<file path="src/rtl/prescaled_updown_counter.sv">
// Multi-digit up/down counter advanced by an internal two-rate prescaler.
// Supports synchronous clear and load, and gives registered tick/carry/borrow pulses.
// Every register runs on clk; there is no derived clock.
module prescaled_updown_counter #(
  parameter int unsigned DIGITS        = 4,
  parameter int unsigned RADIX         = 10,
  parameter int unsigned PRESCALE_FAST = 9000,
  parameter int unsigned PRESCALE_SLOW = 48000000,
  parameter int unsigned PW            =
      $clog2(((PRESCALE_FAST > PRESCALE_SLOW) ? PRESCALE_FAST : PRESCALE_SLOW) + 1)
) (
  input  logic                  clk,
  input  logic                  rst,
  input  logic                  ce,
  input  logic                  clr,
  input  logic                  up,
  input  logic                  slow,
  input  logic                  load,
  input  logic [4*DIGITS-1:0]   di,
  output logic [4*DIGITS-1:0]   data,
  output logic                  tick,
  output logic                  carry,
  output logic                  borrow
);

  localparam logic [PW-1:0] FastM1 = PW'(PRESCALE_FAST - 1);
  localparam logic [PW-1:0] SlowM1 = PW'(PRESCALE_SLOW - 1);
  localparam logic [3:0]    DigMax = 4'(RADIX - 1);

  logic [PW-1:0]       p_q, p_d;
  logic [4*DIGITS-1:0] data_q, data_d;
  logic                tick_q, tick_d;
  logic                carry_q, carry_d;
  logic                borrow_q, borrow_d;

  logic [PW-1:0]       limit_m1;
  logic                step;
  logic [4*DIGITS-1:0] cnt_up, cnt_dn, di_sat;
  logic                wrap_up, wrap_dn;

  // Prescaler: >= rather than == so a switch to a shorter period never overruns.
  always_comb begin
    limit_m1 = slow ? SlowM1 : FastM1;
    step     = (p_q >= limit_m1);
    p_d      = step ? '0 : p_q + PW'(1);
  end

  // Ripple increment/decrement across all digits, plus load-value saturation.
  always_comb begin
    logic [3:0] dig;
    logic       cy;
    logic       bw;
    cnt_up = data_q;
    cnt_dn = data_q;
    di_sat = di;
    cy     = 1'b1;
    bw     = 1'b1;
    dig    = '0;
    for (int unsigned i = 0; i < DIGITS; i++) begin
      dig = data_q[4*i +: 4];
      if (cy) begin
        if (dig == DigMax) begin
          cnt_up[4*i +: 4] = 4'd0;
        end else begin
          cnt_up[4*i +: 4] = dig + 4'd1;
          cy               = 1'b0;
        end
      end
      if (bw) begin
        if (dig == 4'd0) begin
          cnt_dn[4*i +: 4] = DigMax;
        end else begin
          cnt_dn[4*i +: 4] = dig - 4'd1;
          bw               = 1'b0;
        end
      end
      if (di[4*i +: 4] > DigMax) di_sat[4*i +: 4] = DigMax;
    end
    // Carry/borrow survive the whole chain only when every digit wrapped.
    wrap_up = cy;
    wrap_dn = bw;
  end

  // Counter next state: clr > load > counted step > hold; wrap pulses only on a real count.
  always_comb begin
    data_d   = data_q;
    carry_d  = 1'b0;
    borrow_d = 1'b0;
    tick_d   = step;
    if (clr) begin
      data_d = '0;
    end else if (load) begin
      data_d = di_sat;
    end else if (step && ce) begin
      if (up) begin
        data_d  = cnt_up;
        carry_d = wrap_up;
      end else begin
        data_d   = cnt_dn;
        borrow_d = wrap_dn;
      end
    end
  end

  // State registers with synchronous active-high reset.
  always_ff @(posedge clk) begin
    if (rst) begin
      p_q      <= '0;
      data_q   <= '0;
      tick_q   <= 1'b0;
      carry_q  <= 1'b0;
      borrow_q <= 1'b0;
    end else begin
      p_q      <= p_d;
      data_q   <= data_d;
      tick_q   <= tick_d;
      carry_q  <= carry_d;
      borrow_q <= borrow_d;
    end
  end

  assign data   = data_q;
  assign tick   = tick_q;
  assign carry  = carry_q;
  assign borrow = borrow_q;

endmodule

</file>
<file path="config.mk">
export PLATFORM = sky130hd
export DESIGN_NAME = prescaled_updown_counter
export DESIGN_NICKNAME = d
export VERILOG_FILES = /design/src/rtl/prescaled_updown_counter.sv
export SDC_FILE = /design/constraint.sdc
export NUM_CORES = 1
export LEC_CHECK = 0
export BUFFER_PORTS_ARGS = -buffer_cell sky130_fd_sc_hd__buf_4
export CAP_MARGIN = 20
export CORE_ASPECT_RATIO = 0.9
export CORE_MARGIN = 10
export CORE_UTILIZATION = 55
export CTS_CLUSTER_DIAMETER = 100
export DETAILED_ROUTE_END_ITERATION = 12
export PLACE_DENSITY_LB_ADDON = 0.12
export RECOVER_POWER = 25
export SYNTH_ARGS = -nofsm -noshare
export SYNTH_HDL_FRONTEND = slang
export SYNTH_SLANG_ARGS = --single-unit
</file>
<file path="constraint.sdc">
create_clock -name clk -period 2.6 [get_ports clk]
set_input_delay 0.13 -clock clk [delete_from_list [all_inputs] [get_ports clk]]
set_output_delay 0.13 -clock clk [all_outputs]
set_load 0.02 [all_outputs]
</file>
======== Word level (Yosys, flattened, before mapping) ========
Index checks and enable logic that the tools add are counted.
storage, ports and cells
  flip-flop bits (word level) ............. 45
  latch bits .............................. 0
  bits in writable memories ............... 0
  bits in read-only memories .............. 0
  bits of input ports ..................... 23
  output and inout port bits .............. 19
  memories ................................ 0
cells by class
  add/subtract/negate cells ............... 9
  $mul .................................... 0
  div/mod/pow operators ................... 0
  order comparisons ....................... 5
  equal/unequal tests ..................... 7
  shift operators ......................... 0
  multiplexer cells ....................... 34
  bitwise logic cells ..................... 4
  reduce and logical (&&, ||, !) cells .... 16
operator list
  operator                                               number
  2-to-1 mux 4 bit                                       18
  2-to-1 mux 16 bit                                      3
  adder 26 x 1 -> 26 bit, second input constant          1
  >= comparator 26 bit                                   1
  2-to-1 mux 26 bit                                      1
  adder 4 x 1 -> 4 bit, second input constant            4
  equality test 4 bit, second input constant             4
  greater-than comparator 4 bit, second input constant   4
  logical NOT 4 bit                                      4
  subtractor 4 x 1 -> 4 bit, second input constant       4
  2-to-1 mux 1 bit                                       12
  OR reduction 6 bit                                     2
  inequality test 3 x 1 -> 1 bit, second input constant  3
  AND reduction 3 bit                                    3
  nonzero test 3 bit                                     3
  inverter 1 bit                                         4
  OR reduction 2 bit                                     2
  nonzero test 2 bit                                     1
  logical AND 1 bit                                      1

======== Logic depth before layout (Yosys ltp) ========
  depth in word-level cells ............... 8
  gate-level depth with buffers ........... 10
  gate-level depth less buffers ........... 9

======== Worst setup path before layout ========
Ideal clock, no wire load.
  path kind ............................... input to register
  start ................................... input port slow
  end ..................................... register data_q[15] (netlist: data[15])
  library setup time ...................... 0.075 ns
  arrival ................................. 2.158 ns
  setup slack ............................. 0.367 ns
  stages .................................. 9
  buffers on the path ..................... 0
  path through ............................ inv_1 ha_1 nand4b_4 nor2_4 o2111ai_2 a21boi_4 o21ai_4 or4_1 a31oi_1
between the ends
  word-level cells in the longest chain between the ends .. 5
ends and longest elaborated chain
  element                        RTL line  text
  from (decl)                    17        input logic slow,
  2-to-1 mux 26 bit              43        limit_m1 = slow ? SlowM1 : FastM1;
  >= comparator 26 bit           44        step = (p_q >= limit_m1);
  logical AND 1 bit              94        end else if (step && ce) begin
  nonzero test 2 bit (no line)   n/a
  AND reduction 3 bit (no line)  n/a
  to (signal assigned)           115       data_q <= data_d;
  to (decl)                      31        logic [4*DIGITS-1:0] data_q, data_d;
No other way between the ends.
A chain may end at the register's enable or synchronous reset.

======== Worst setup path in the final report ========
  start ................................... register p_q[20]
  end ..................................... register data_q[15] (netlist: data[15])
between the ends
  word-level cells in the longest chain between the ends .. 4
ends and longest elaborated chain
  element                        RTL line  text
  from (decl)                    30        logic [PW-1:0] p_q, p_d;
  from (signal assigned)         114       p_q <= p_d;
  >= comparator 26 bit           44
  logical AND 1 bit              94
  nonzero test 2 bit (no line)   n/a
  AND reduction 3 bit (no line)  n/a
No other way between the ends.

==> results.sh <==
export IMPL_outcome="completed"
export IMPL_cts_num_sinks=45
export IMPL_synth_fp_nets=400
export IMPL_setup_worst_path_start="p_q[20]"
export IMPL_worstSetupStartpointType="flip-flop"
export IMPL_fillers=490
export IMPL_port_buffers=41
export IMPL_critPathKind="reg -> reg"
export IMPL_final_setup_viol_count=0
export IMPL_hold_worst_slack_ns=0.0186
export IMPL_syn2layout_area_growth_pct=12.3
export IMPL_avgSynthCellArea_um2=8.17
export IMPL_syn_area_um2=2970
export IMPL_path_max_fanout=9
export IMPL_dr_first_iter_drc_count=109
export IMPL_fmax_mhz=410
export IMPL_p_leak_nw=1.25
export IMPL_crit_path_end_kind="flip-flop"
export IMPL_timing_final_crit_share=0.939
export IMPL_synth_warning_count=0
export IMPL_max_cap_violations=0
export IMPL_dp_hpwl_um=5170
export IMPL_clock_path_buffers=2
export IMPL_period_needed_ns=2.44
export IMPL_grt_pass1_vias=2518
export IMPL_design_die_area_um2=8750
export IMPL_nets=427
export IMPL_grt_max_degree=29
export IMPL_r2r_end="data[15]"
export IMPL_cp_endpoint="data[15]"
export IMPL_cts_resized=0
export IMPL_final_util=0.635
export IMPL_gp_congestion=0.845
export IMPL_cts_max_level=2
export IMPL_reg2reg_from="p_q[20]"
export IMPL_worstMarginPinSlew_ns=0.487
export IMPL_ys_types=62
export IMPL_boundaryPins=42
export IMPL_wl_um=6980
export IMPL_cp_arrival_ns=2.68
export IMPL_synth_edff_count=0
export IMPL_placementRows=25
export IMPL_root_buffer="clkbuf_8"
export IMPL_fin_skew_ns=0.00727
export IMPL_dr_pass1_iters=4
export IMPL_cts_clk_slew_worst_paths_ns=0.09
export IMPL_async_flop_share=0
export IMPL_rsz0062_at_grt="no"
export IMPL_setup_tns_ns=0
export IMPL_vias=2735
export IMPL_worstRegToRegCells=8
export IMPL_grt_first_pass_wirelength_um=11900
export IMPL_synth_area_leader_cell="dfxtp_1"
export IMPL_route_detailed_wl_per_inst_um=15.2
export IMPL_cts_hold_fix_buffers=0
export IMPL_grt_usage=0.155
export IMPL_hold_viol_final=0
export IMPL_seq_area_um2=901
export IMPL_vias_per_cell=5.96
export IMPL_ir_drop_mv=0.328
export IMPL_grt_ovfl_total=0
export IMPL_final_max_slew_viol_count=0
export IMPL_core_um2=5260
export IMPL_antenna_found_initial=0
export IMPL_yosysMostFrequentCell="dfxtp_1"
export IMPL_route_detailed_drc=0
export IMPL_die_h_um=89.7
export IMPL_synth_top_area_frac=0.303
export IMPL_die_w_um=97.5
export IMPL_slew_headroom=0.675
export IMPL_clk_latency_ns=0.31
export IMPL_yosys_top_cells_count="dfxtp_1, nor2_1, nand2_1"
export IMPL_drtAntennaViolNets=0
export IMPL_ys_seq_area_frac=0.303
export IMPL_drive_above_1_share=0.163
export IMPL_worstPathRequired_ns=2.83
export IMPL_ys_ff_latch=45
export IMPL_cts_inserted_buffers=5
export IMPL_start_util=0.566
export IMPL_pwr_density_cell_nw_per_um2=443
export IMPL_post_cts_buffers=0
export IMPL_synthCells=364
export IMPL_hold_path_class="in -> reg"
export IMPL_r2r_slack_ns=0.16
export IMPL_synth_area_leaders="dfxtp_1, xor2_1, ha_1"
export IMPL_n_antenna_cell=0
export IMPL_yosys_most_used_dff="dfxtp_1"
export IMPL_multi_input_area_um2=1920
export IMPL_cts_tree="done"
## power breakdown
group / internal (mW) / switching (mW)
Combinational: 0.0806 / 0.109
Clock: 0.313 / 0.248
Sequential: 0.702 / 0.0269
Total: 1.09 / 0.384
## cell type report
class / instances / area share
clock buffers: 6 / 0.0247
well taps: 67 / 0.0251
multi-input cells: 284 / 0.575
repair buffers: 45 / 0.0832
clock inverters: 2 / 0.0112
flip-flops and latches: 45 / 0.270
inverters: 10 / 0.0112
## stage by stage
step	total power [mW]	area (um^2)	instances	setup slack, ns
after floorplan	0.869	2970	364	0.367
after global placement	0.935	3280	451	0.0832
after detailed placement	0.938	3280	451	-0.0101
after CTS	1.49	3400	459	0.144
after global routing	1.55	3340	459	0.0146
final	1.48	3340	459	0.158
## worst max-delay path, cell delays in order, from the launching register on
cell and delay (ns):
dfxtp_1 0.36, ha_1 0.32, nand4b_1 0.16, nor2_4 0.15
o2111ai_2 0.19, a21boi_4 0.40, o21ai_4 0.15, or4_1 0.48
a31oi_1 0.16
## registers in the layout, summed over array words and instances (netlist names)
register  count
data         16
borrow        1
tick          1
carry         1
p_q          26
## routing by layer
layer,global-route usage,up-vias,wire (um)
met2,0.230,84,3050
li1,-,1370,-
met1,0.212,1272,3310
met4,0.0363,0,63
met3,0.0490,9,546
met5,0,-,0
## cell usage in the layout (no fill, tap or decap), types with 2 or more instances in the layout
master     n
a211oi_1   5
a21oi_1   14
a221oi_1   4
a22oi_1    4
a31oi_1    4
and2_1     3
and3_1     7
and4_1     3
buf_4     29
clkbuf_1  16
clkbuf_8   6
dfxtp_1   45
ha_1      13
inv_1     10
mux2i_1    3
nand2_1   26
nand3_1   21
nand3_2    2
nand3b_1   2
nand4_1   10
nand4b_1   2
nor2_1    36
nor2_2     9
nor2b_1    3
nor3_1    10
nor4_1     6
nor4_2     2
o211ai_1   2
o21a_1     2
o21ai_0   22
o21ai_1    2
o22ai_1    2
o311ai_1   2
o31a_1     2
or2_2      3
or3_1      2
or4_1      2
xnor2_1   10
xor2_1    22
## how the worst min path moves through the flow
stage | startpoint | endpoint | slack (ns) | depth (start not counted)
2_1_floorplan | rst | tick | 0.20 | 1
3_3_place_gp | rst | tick | 0.34 | 2
3_5_place_dp | di[15] | data[14] | 0.34 | 2
4_1_cts | rst | tick | 0.01 | 2
5_1_grt | rst | tick | 0.008 | 2
6_report | rst | tick | 0.02 | 2
## cells by family after synthesis
group,synth area share
AOI/OAI and AO/OA,0.196
xor gates and xnor gates,0.0943
adders and majority gates,0.0547
buffers and inverters,0.0513
DFF,0.303
muxes,0.0101
and+or+nand+nor,0.291
(Power assumes the default switching activity.)
